File: config.mk
export PLATFORM = sky130hd
export DESIGN_NAME = uart_tx_serializer
export DESIGN_NICKNAME = d
export VERILOG_FILES = /design/src/rtl/uart_tx_serializer.sv
export SDC_FILE = /design/constraint.sdc
export NUM_CORES = 1
export LEC_CHECK = 0
export BUFFER_PORTS_ARGS = -buffer_cell sky130_fd_sc_hd__buf_4
export CAP_MARGIN = 20
export CORE_MARGIN = 8
export CORE_UTILIZATION = 35
export CTS_CLUSTER_SIZE = 25
export DETAILED_ROUTE_END_ITERATION = 6
export GPL_ROUTABILITY_DRIVEN = 0
export HOLD_SLACK_MARGIN = 0.08
export PLACE_DENSITY = 0.61
export SETUP_SLACK_MARGIN = 0.2
export SYNTH_ARGS = -nofsm -noshare
export SYNTH_HDL_FRONTEND = slang
export SYNTH_SLANG_ARGS = --single-unit
File: constraint.sdc
create_clock -name clk -period 6.3 [get_ports clk]
set_clock_uncertainty 0.1 [all_clocks]
set_input_delay 0.315 -clock clk [delete_from_list [all_inputs] [get_ports clk]]
set_output_delay 0.315 -clock clk [all_outputs]
set_load 0.02 [all_outputs]
File: src/rtl/uart_tx_serializer.sv
// UART transmit serializer: 8N1/8N2 framing with fully registered outputs.
// Optional even-parity bit is enabled by defining UART_TX_PARITY_EN.
module uart_tx_serializer #(
  parameter int unsigned CLKS_PER_BIT = 868,
  parameter int unsigned STOP_BITS    = 1
) (
  input  logic       clk,
  input  logic       rst_n,
  input  logic [7:0] i_tx_data,
  input  logic       i_tx_start,
  output logic       o_tx_start_clear,
  output logic       o_busy,
  output logic       o_tx
);

  localparam int unsigned CNT_W = (CLKS_PER_BIT > 1) ? $clog2(CLKS_PER_BIT) : 1;
  localparam logic [CNT_W-1:0] BAUD_LAST = CNT_W'(CLKS_PER_BIT - 1);
  localparam logic [CNT_W-1:0] BAUD_ONE  = CNT_W'(1);
  localparam logic             STOP_LAST = 1'(STOP_BITS - 1);

`ifdef UART_TX_PARITY_EN
  typedef enum logic [2:0] {
    ST_IDLE   = 3'd0,
    ST_START  = 3'd1,
    ST_DATA   = 3'd2,
    ST_PARITY = 3'd3,
    ST_STOP   = 3'd4
  } state_e;
`else
  typedef enum logic [1:0] {
    ST_IDLE  = 2'd0,
    ST_START = 2'd1,
    ST_DATA  = 2'd2,
    ST_STOP  = 2'd3
  } state_e;
`endif

  state_e           state_q;
  logic [CNT_W-1:0] baud_cnt_q;
  logic [2:0]       bit_idx_q;
  logic             stop_idx_q;
  logic [7:0]       data_q;
  logic             tx_q;
  logic             busy_q;
  logic             clr_q;

  wire baud_done = (baud_cnt_q == '0);

  always_ff @(posedge clk or negedge rst_n) begin
    if (!rst_n) begin
      // NOTE: every register, the data latch included, is cleared asynchronously so an aborted byte cannot leak into the next frame.
      state_q    <= ST_IDLE;
      baud_cnt_q <= '0;
      bit_idx_q  <= '0;
      stop_idx_q <= 1'b0;
      data_q     <= '0;
      tx_q       <= 1'b1;
      busy_q     <= 1'b0;
      clr_q      <= 1'b0;
    end else begin
      clr_q <= 1'b0;
      case (state_q)
        ST_IDLE: begin
          tx_q   <= 1'b1;
          busy_q <= 1'b0;
          if (i_tx_start) begin
            data_q     <= i_tx_data;
            state_q    <= ST_START;
            tx_q       <= 1'b0;
            busy_q     <= 1'b1;
            clr_q      <= 1'b1;
            baud_cnt_q <= BAUD_LAST;
          end
        end

        ST_START: begin
          if (baud_done) begin
            state_q    <= ST_DATA;
            tx_q       <= data_q[0];
            bit_idx_q  <= '0;
            baud_cnt_q <= BAUD_LAST;
          end else begin
            baud_cnt_q <= baud_cnt_q - BAUD_ONE;
          end
        end

        ST_DATA: begin
          if (baud_done) begin
            baud_cnt_q <= BAUD_LAST;
            if (bit_idx_q == 3'd7) begin
`ifdef UART_TX_PARITY_EN
              state_q <= ST_PARITY;
              tx_q    <= ^data_q;
`else
              state_q    <= ST_STOP;
              tx_q       <= 1'b1;
              stop_idx_q <= 1'b0;
`endif
            end else begin
              bit_idx_q <= bit_idx_q + 3'd1;
              tx_q      <= data_q[bit_idx_q + 3'd1];
            end
          end else begin
            baud_cnt_q <= baud_cnt_q - BAUD_ONE;
          end
        end

`ifdef UART_TX_PARITY_EN
        ST_PARITY: begin
          if (baud_done) begin
            state_q    <= ST_STOP;
            tx_q       <= 1'b1;
            stop_idx_q <= 1'b0;
            baud_cnt_q <= BAUD_LAST;
          end else begin
            baud_cnt_q <= baud_cnt_q - BAUD_ONE;
          end
        end
`endif

        ST_STOP: begin
          tx_q <= 1'b1;
          if (baud_done) begin
            baud_cnt_q <= BAUD_LAST;
            if (stop_idx_q == STOP_LAST) begin
              state_q <= ST_IDLE;
              busy_q  <= 1'b0;
            end else begin
              stop_idx_q <= 1'b1;
            end
          end else begin
            baud_cnt_q <= baud_cnt_q - BAUD_ONE;
          end
        end

        default: begin
          state_q <= ST_IDLE;
          tx_q    <= 1'b1;
          busy_q  <= 1'b0;
        end
      endcase
    end
  end

  assign o_tx             = tx_q;
  assign o_busy           = busy_q;
  assign o_tx_start_clear = clr_q;

endmodule

### After elaboration in Yosys (flattened, before gate mapping)

Cells that the tools add are included.
W data, S select, Z words.

* reductions and logical operators: 12
* order comparisons: 1
* add/sub/neg operators: 2
* $mul: 0
* bitwise logic cells: 0
* muxes and demuxes: 31
* equality and inequality tests: 11
* shifts and indexed selects: 0
* divide/modulo/power cells: 0

Operators with widths (number)
* $mux W10: 2
* $pmux W10 S2: 1
* $ne A2 B2 Y1 const B: 7
* $mux W1: 13
* $mux W2: 6
* $logic_not A10 Y1: 1
* $sub A10 B1 Y10 const B: 1
* $mux W3: 3
* $pmux W2 S4: 1
* $reduce_and A4 Y1: 2
* $pmux W3 S2: 1
* $reduce_and A6 Y1: 1
* $reduce_bool A2 Y1: 3
* $eq A2 B2 Y1 const B: 2
* $lt A3 B4 Y1 const B: 1
* $pmux W1 S2: 2
* $pmux W1 S4: 1
* $reduce_and A2 Y1: 2
* $add A3 B1 Y3 const B: 1
* $bmux W1 S3: 1
* $eq A3 B3 Y1 const B: 1
* $reduce_and A3 Y1: 1
* $reduce_or A3 Y1: 1
* $eq A2 B1 Y1 const B: 1
* $logic_not A2 Y1: 1

* bits in latches: 0
* ROM bits: 0
* input port bits: 11
* output and inout port bits: 3
* logic and storage cells: 65
* bits in registers: 27
* bits in writable memories: 0
* memories kept: 0

### Longest topological paths before layout

Gate-level depths: netlist of the first run.

* word-level depth: 6
* depth in mapped cells: 8
* gate-level depth less buffers: 6

### Worst setup path after synthesis of the first run

Ideal clock, no wire load.

* kind: reg2reg
* from: reg baud_cnt_q[0]
* to: reg state_q[1]
* stages on the path, launching flop included: 8
* path buffers: 1
* period minus slack after synthesis: 2046 ps
* arrival: 1821 ps
* setup slack: 4254 ps
* setup time: 125 ps
* data required time: 6075 ps
* cell sequence: dfrtp_1 inv_1 ha_1 or4b_1 buf_2 nor3_4 o221ai_2 mux2_4

* cells in the longest elaborated chain, start to end: 3
* elaborated cells on any way between the ends: 5
* those cells by class: eq/ne: 3; reduce/logical: 2

RTL lines
* start: declaration: RTL line 39 `logic [CNT_W-1:0] baud_cnt_q;`
* start signal: assignment: RTL line 83 `baud_cnt_q <= baud_cnt_q - BAUD_ONE;`
* start signal: assignment: RTL line 104 `baud_cnt_q <= baud_cnt_q - BAUD_ONE;`
* start signal: assignment: RTL line 132 `baud_cnt_q <= baud_cnt_q - BAUD_ONE;`
* $logic_not A10 Y1 *: RTL line 47 `wire baud_done = (baud_cnt_q == '0);`
* $ne A2 B2 Y1 (no source line)
* $reduce_and A6 Y1 (no source line) *
* end signal: assignment: RTL line 52 `state_q <= ST_IDLE;`
* end signal: assignment: RTL line 68 `state_q <= ST_START;`
* end signal: assignment: RTL line 78 `state_q <= ST_DATA;`
* end: declaration: RTL line 38 `state_e state_q;`

Mark *: on every way between the ends. The rest lies on a longest branch, timed or not.
A chain may end at the register's enable or synchronous reset.

### Worst setup path in the final report of the first run

Ends and elaborated chain as after synthesis.

==> results of run 1 <==
==> kinds of logic after synthesis <==
family / Yosys count / synth area share (%)
AO/OA/AOI/OAI: 34 / 16.45
AND/OR/NAND/NOR: 34 / 15.32
flip-flops: 26 / 45.34
buffers and inverters: 14 / 4.526
multiplexers: 14 / 11.66
adder cells (fa/ha/maj): 7 / 6.092
XOR/XNOR: 1 / 0.6093
==> placed cells by master (no fill, tap or decap), drive strengths merged, types with 2 or more instances in the layout <==
master	Yosys	routed
dfrtp	25	25
buf	3	13
mux2	9	9
inv	8	8
o21ai	8	8
nor2	8	8
ha	7	7
a21oi	6	6
nand2	5	5
mux2i	4	4
o31ai	4	4
clkbuf	3	4
nor3	4	4
a22oi	3	3
o2bb2ai	3	3
nor4	3	3
or4b	2	2
nand2b	2	2
a31oi	2	2
nand3	2	2
a22o	2	2
==> power breakdown <==
part           internal, W  leakage [nW]    total, W  switching, W
sequential        0.000167         0.333    0.000168   0.000000485
combinational   0.00000493         0.352  0.00000939    0.00000446
clock            0.0000559        0.0288    0.000108     0.0000525
==> stage by stage <==
stage	power [W]	hold WS (ns)	util [%]	area, um^2	worst slack [ns]
after floorplan	0.0001716	-0.08059	-	1438	4.254
after global placement	0.0001800	0.1441	39.35	1563	3.907
after detailed placement	0.0001803	0.1491	39.35	1563	3.842
after CTS	0.0002890	0.1639	40.99	1628	3.827
after global routing	0.0002972	0.1607	40.99	1628	3.703
final	0.0002853	0.1685	40.99	1628	3.807
==> final cells by class <==
cell class / instances / share of cell area (%)
clock buffers: 4 / 3.382
inverters: 8 / 1.845
multi-input cells: 90 / 44.27
flip-flops and latches: 26 / 40.05
well taps: 50 / 3.843
repair buffers: 14 / 6.610
==> state kept, by name, summed over array words and instances, names as in the netlist <==
register          count
o_tx                  1
o_tx_start_clear      1
bit_idx_q             3
baud_cnt_q           10
state_q               2
data_q                8
o_busy                1
==> worst max path at each step <==
| stage | startpoint | to | slack [ns] | depth (start not counted) |
|---|---|---|---|---|
| 2_1_floorplan | baud_cnt_q[0]$_DFFE_PN0P_ | state_q[1]$_DFFE_PN0P_ | 4.25 | 7 |
| 3_3_place_gp | baud_cnt_q[0]$_DFFE_PN0P_ | state_q[1]$_DFFE_PN0P_ | 3.91 | 6 |
| 3_5_place_dp | baud_cnt_q[0]$_DFFE_PN0P_ | state_q[1]$_DFFE_PN0P_ | 3.84 | 6 |
| 4_1_cts | baud_cnt_q[0]$_DFFE_PN0P_ | state_q[1]$_DFFE_PN0P_ | 3.83 | 6 |
| 5_1_grt | baud_cnt_q[0]$_DFFE_PN0P_ | state_q[1]$_DFFE_PN0P_ | 3.70 | 6 |
| 6_report | baud_cnt_q[0]$_DFFE_PN0P_ | state_q[1]$_DFFE_PN0P_ | 3.81 | 6 |
==> worst max-delay path, stage by stage, from the launching register on <==
cell,delay [ns]
dfrtp_1,0.46
inv_1,0.09
ha_1,0.17
or4b_1,0.59
nor3_4,0.44
o221ai_2,0.22
mux2_4,0.32
==> routing by layer <==
metal	up-vias	global-route usage (%)	part of all wire [%]
met5	-	0	0
met2	26	16.49	49
li1	500	-	-
met3	5	3.237	6.1
met1	496	10.57	44
met4	0	1.636	0.66
==> what timing repair did <==
item,in CTS,in global routing
hold endpoints to repair,25,0
resized for setup,0,0
setup buffers,0,0
hold buffers,1,0
==> flow_summary.json, run 1 <==
{
  "floorplan.die.height_um": 80.09,
  "design.core.area_mm2": 0.003971,
  "unrepaired_setup_endpoints_after_global_routing": "no",
  "grt_first_pass_wirelength_um": 4850,
  "die-area_mm2": 0.006414,
  "cp_max_fo": 12,
  "finalSetupViolations": 0,
  "number_of_global_route_vias_before_repair": 1064,
  "post-route-period-util_pct": 39.57,
  "hold_viol_final": 0,
  "synth.most_common_cell": "dfrtp_1",
  "critical_path_capture_point_type": "flop",
  "timing.reg2reg.worst_path_depth": 6,
  "ir_worst_vdd_v": 0.0001194,
  "n_fill_cell": 394,
  "synth.top_cell.area_share_pct": 43.52,
  "grt_max_degree": 27,
  "worst_hold_path_type": "in -> reg",
  "synthesized_instance_count": 130,
  "worst-setup-path-type": "reg -> reg",
  "startpoint_of_the_tightest_hold_check_path": "i_tx_data[3]",
  "routed_wirelength_um": 2731,
  "run_status": "finished clean",
  "p_leak_nw": 0.7136,
  "area_taken_by_multi_input_logic_gates_um2": 720.7,
  "cap_violations": 0,
  "syn_area_per_cell_um2": 11.06,
  "number_of_nets_still_failing_antenna_checks_after_routing": 0,
  "synth_edf_count": 0,
  "sequential_element_share_of_the_synthesized_area_pct": 45.34,
  "number_of_placed_instances_taps_included": 187,
  "number_of_antenna_violations_at_the_first_check_in_global_routing": 0,
  "diode_insertion_count_for_antenna_repair": 0,
  "routed-via-count": 1027,
  "critical_path.reg2reg.startpoint": "baud_cnt_q[0]$_DFFE_PN0P_",
  "cts.sinks": 26,
  "floorplan.initialDensity_pct": 36.20,
  "cts_max_path_bufs": 2,
  "slew-limit-headroom_pct": 59.47,
  "fp.dieW_um": 80.09,
  "drt-wirelength-per-cell_um": 14.22,
  "numCtsBuffers": 3,
  "startpoint_type": "flop",
  "postSynth.topFlopCell": "dfrtp_1",
  "detail_route.first_pass.iterations": 7,
  "areaGrowthSynthToFinish_pct": 13.23,
  "floorplan.rows": 23,
  "detailed_place_hpwl_um": 2058,
  "clkLatencyLatePin_ns": 0.27,
  "grt_use_total_pct": 9.307,
  "first_drt_iteration_drcs": 83,
  "drc_errors": 0,
  "path_clk_slew_ns": 0.09,
  "worst-endpoint-required_ns": 6.36,
  "cts_tree": "done",
  "synth-warning-count": 0,
  "portBuffers": 13,
  "power-per-cell-area_mw_per_mm2": 175.3,
  "arrival_ns": 2.56,
  "finish.net_count": 161,
  "grt.overflow.total": 0,
  "max_freq_ghz": 0.4011,
  "synth_area_mm2": 0.001438,
  "post_drt_via_cell_ratio": 5.349,
  "setup-tns-final_ns": 0,
  "seqCellArea_um2": 651.9,
  "stdcell_count": 192,
  "reg_to_reg_slack_setup_ns": 3.81,
  "pin_count": 14,
  "post-route-min-period_ns": 2.493,
  "synthDistinctLibCells": 46,
  "ys_top_cells_by_count": "dfrtp_1 (25), inv_1 (8), mux2_2 (8)",
  "rr_endpoint": "state_q[1]$_DFFE_PN0P_",
  "nets_in_the_synthesized_netlist": 148,
  "clockRootBuffer": "clkbuf_8",
  "ys_top_cells_by_area": "dfrtp_1 (44%), mux2_2 (6.3%), ha_1 (6.1%)",
  "holdPathEnd": "data_q[3]$_DFFE_PN0P_",
  "synth-async-reset-ratio_pct": 100.0,
  "cts.htree.levels": 1,
  "yosys.area.top_type": "dfrtp_1",
  "worst_pin_slew_ns": 0.6080,
  "hold-path-cell-count": 2,
  "finalMaxSlewViolations": 0,
  "synth_seq_cells": 26,
  "drive_gt1_share_pct": 26.76
}
Power figures use the tool's default switching activity.
==> run 2, diff against run 1 <==
PLACE_DENSITY = 0.63   (was 0.61)
clock period = 2.2 ns   (was 6.3 ns; I/O delays follow)
==> run 2 against run 1 <==
Net effect:
- hold slack improved by 0.0074 ns
- setup slack got worse by 3.6 ns
- combinational power increased to 4.3 times the previous value
- sequential share of layout area decreased by 3.3 points
- critical path depth increased by 1
- register-to-register slack got worse by 3.6 ns
- global-route usage increased by 1.1 points
- clock power increased to 2.9 times the previous value
==> flow_summary.json, run 2 (same netlist as run 1, synthesis figures left out) <==
{
  "arrival_ns": 2.08,
  "number_of_antenna_violations_at_the_first_check_in_global_routing": 0,
  "routed-via-count": 1097,
  "path_clk_slew_ns": 0.09,
  "finalMaxSlewViolations": 0,
  "p_seq_share_pct": 57.6,
  "slew-limit-headroom_pct": 69.58,
  "crit_slowest_cell": "or4b_4",
  "areaGrowthSynthToFinish_pct": 23.32,
  "layout.cells.most_common_list": "dfrtp_1 (25), buf_4 (19), dlygate4sd3_1 (10)",
  "finish.net_count": 176,
  "clockRootBuffer": "clkbuf_8",
  "cts.sinks": 26,
  "die-area_mm2": 0.006414,
  "clkLatencyLatePin_ns": 0.27,
  "cts_max_path_bufs": 2,
  "hold_viol_final": 0,
  "timing.final.ws_setup_ns": 0.1913,
  "number_of_global_route_vias_before_repair": 1170,
  "max_freq_ghz": 0.4978,
  "worst_pin_slew_ns": 0.4552,
  "finalPower_w": 0.0008334,
  "cp_slowest_stage_delay_ns": 0.52,
  "floorplan.initialDensity_pct": 36.20,
  "diode_insertion_count_for_antenna_repair": 0,
  "cell_internal_pwr_w": 0.0006631,
  "detail_route.first_pass.iterations": 4,
  "power-per-cell-area_mw_per_mm2": 470.1,
  "detailed_place_hpwl_um": 2237,
  "top_register": "baud_cnt_q",
  "worst-setup-path-type": "reg -> reg",
  "fp.dieW_um": 80.09,
  "post-route-min-period_ns": 2.009,
  "drt-wirelength-per-cell_um": 14.68,
  "stdcell_count": 207,
  "total_switching_power_w": 0.0001703,
  "routed_wirelength_um": 3039,
  "largest_register_ff_count": 10,
  "critical_path_capture_point_type": "flop",
  "cts.htree.levels": 1,
  "numCtsBuffers": 3,
  "setup-tns-final_ns": 0,
  "post-route-period-util_pct": 91.30,
  "design.core.area_mm2": 0.003971,
  "drive_gt1_share_pct": 29.30,
  "cp_max_fo": 6,
  "pin_count": 14,
  "p_comb_share_pct": 4.9,
  "cap_violations": 0,
  "post_drt_via_cell_ratio": 5.300,
  "floorplan.rows": 23,
  "portBuffers": 13,
  "number_of_nets_still_failing_antenna_checks_after_routing": 0,
  "cts_tree": "done",
  "number_of_placed_instances_taps_included": 192,
  "p_leak_nw": 0.7850,
  "worst_hold_path_type": "in -> async",
  "floorplan.die.height_um": 80.09,
  "worst-endpoint-required_ns": 2.27,
  "clock_group_share_of_total_power_pct": 37.5,
  "grt_max_degree": 27,
  "switching_share_pct": 20.43,
  "grt.overflow.total": 0,
  "grt_use_total_pct": 10.38,
  "run_status": "finished clean",
  "grt_first_pass_wirelength_um": 5292,
  "unrepaired_setup_endpoints_after_global_routing": "yes",
  "first_drt_iteration_drcs": 60,
  "finalSetupViolations": 0,
  "crit_chain": "inv_1 > ha_1 > or4b_4 > nor3_4 > buf_4 > nor2_2 > a22o_2",
  "preCtsSetupSlack_ns": 0.1048,
  "layout.core_utilization_pct": 44.64,
  "ir_worst_vdd_v": 0.0003119,
  "timing.reg2reg.worst_path_depth": 7,
  "startpoint_type": "flop",
  "layout.cells.most_common": "dfrtp_1",
  "drc_errors": 0,
  "largestRegisters": "baud_cnt_q x10, data_q x8, bit_idx_q x3"
}
## run 2: cell types whose count changed in the layout (fill, tap and decap cells not counted), sizes merged
cell | previous run | this run
dlygate4sd3 | 1 | 10
buf | 13 | 19
## run 2: per-stage QoR
step	area (um^2)	hold slack (ns)
floorplan	1438	-0.2856
global placement	1600	-0.06457
detailed placement	1600	-0.05622
CTS	1767	0.1844
global route	1773	0.2092
finish	1773	0.1758
## run 2: area by class of cell
class / count / area, um^2
Inverter: 8 / 30.03
Clock buffer: 4 / 55.05
Multi-Input combinational cell: 90 / 730.7
Fill cell: 380 / 2198
Tap cell: 50 / 62.56
Timing Repair Buffer: 29 / 242.7
Sequential cell: 26 / 651.9
## run 2: power groups by stage
stage / registers, W / clock network, W / logic (W)
floorplan: 0.000489 / 0 / 0.00000237
global placement: 0.000489 / 0 / 0.0000262
detailed placement: 0.000489 / 0 / 0.0000276
CTS: 0.000480 / 0.000325 / 0.0000416
global route: 0.000480 / 0.000345 / 0.0000448
finish: 0.000480 / 0.000313 / 0.0000407
## run 2: critical path, delay by kind of cell, from the launching register on
family | cells | cell delay, ns
compound gates | 1 | 0.26
flops | 1 | 0.39
buf+inv | 2 | 0.25
fa+ha+maj | 1 | 0.16
simple gates | 3 | 0.75
## run 2: per-layer routing
metal	global-route usage, %	part of all wire [%]
met1	11.30	44
met2	18.35	51
met3	4.018	4.8
met4	2.545	0.30
met5	0	0
## run 2: repair_timing
| item | CTS | global route |
|---|---|---|
| endpoints found under the setup margin | 11 | 11 |
| gates resized for setup | 1 | 2 |
| gates cloned | 0 | 0 |
| buffers inserted | 1 | 0 |
| hold buffers | 10 | 0 |
| endpoints found under the hold margin | 37 | 0 |
## run 2: path summary, 6_finish.rpt
path,startpoint,endpoint,slack [ns]
min in group clk,baud_cnt_q[8]$_DFFE_PN0P_,baud_cnt_q[8]$_DFFE_PN0P_,0.40
max,baud_cnt_q[0]$_DFFE_PN0P_,baud_cnt_q[2]$_DFFE_PN0P_,0.19
max in group asynchronous,rst_n,o_tx$_DFFE_PN1P_,1.52
max reg2reg,baud_cnt_q[0]$_DFFE_PN0P_,baud_cnt_q[2]$_DFFE_PN0P_,0.19
min,rst_n,baud_cnt_q[5]$_DFFE_PN0P_,0.18
min reg2reg,baud_cnt_q[8]$_DFFE_PN0P_,baud_cnt_q[8]$_DFFE_PN0P_,0.40
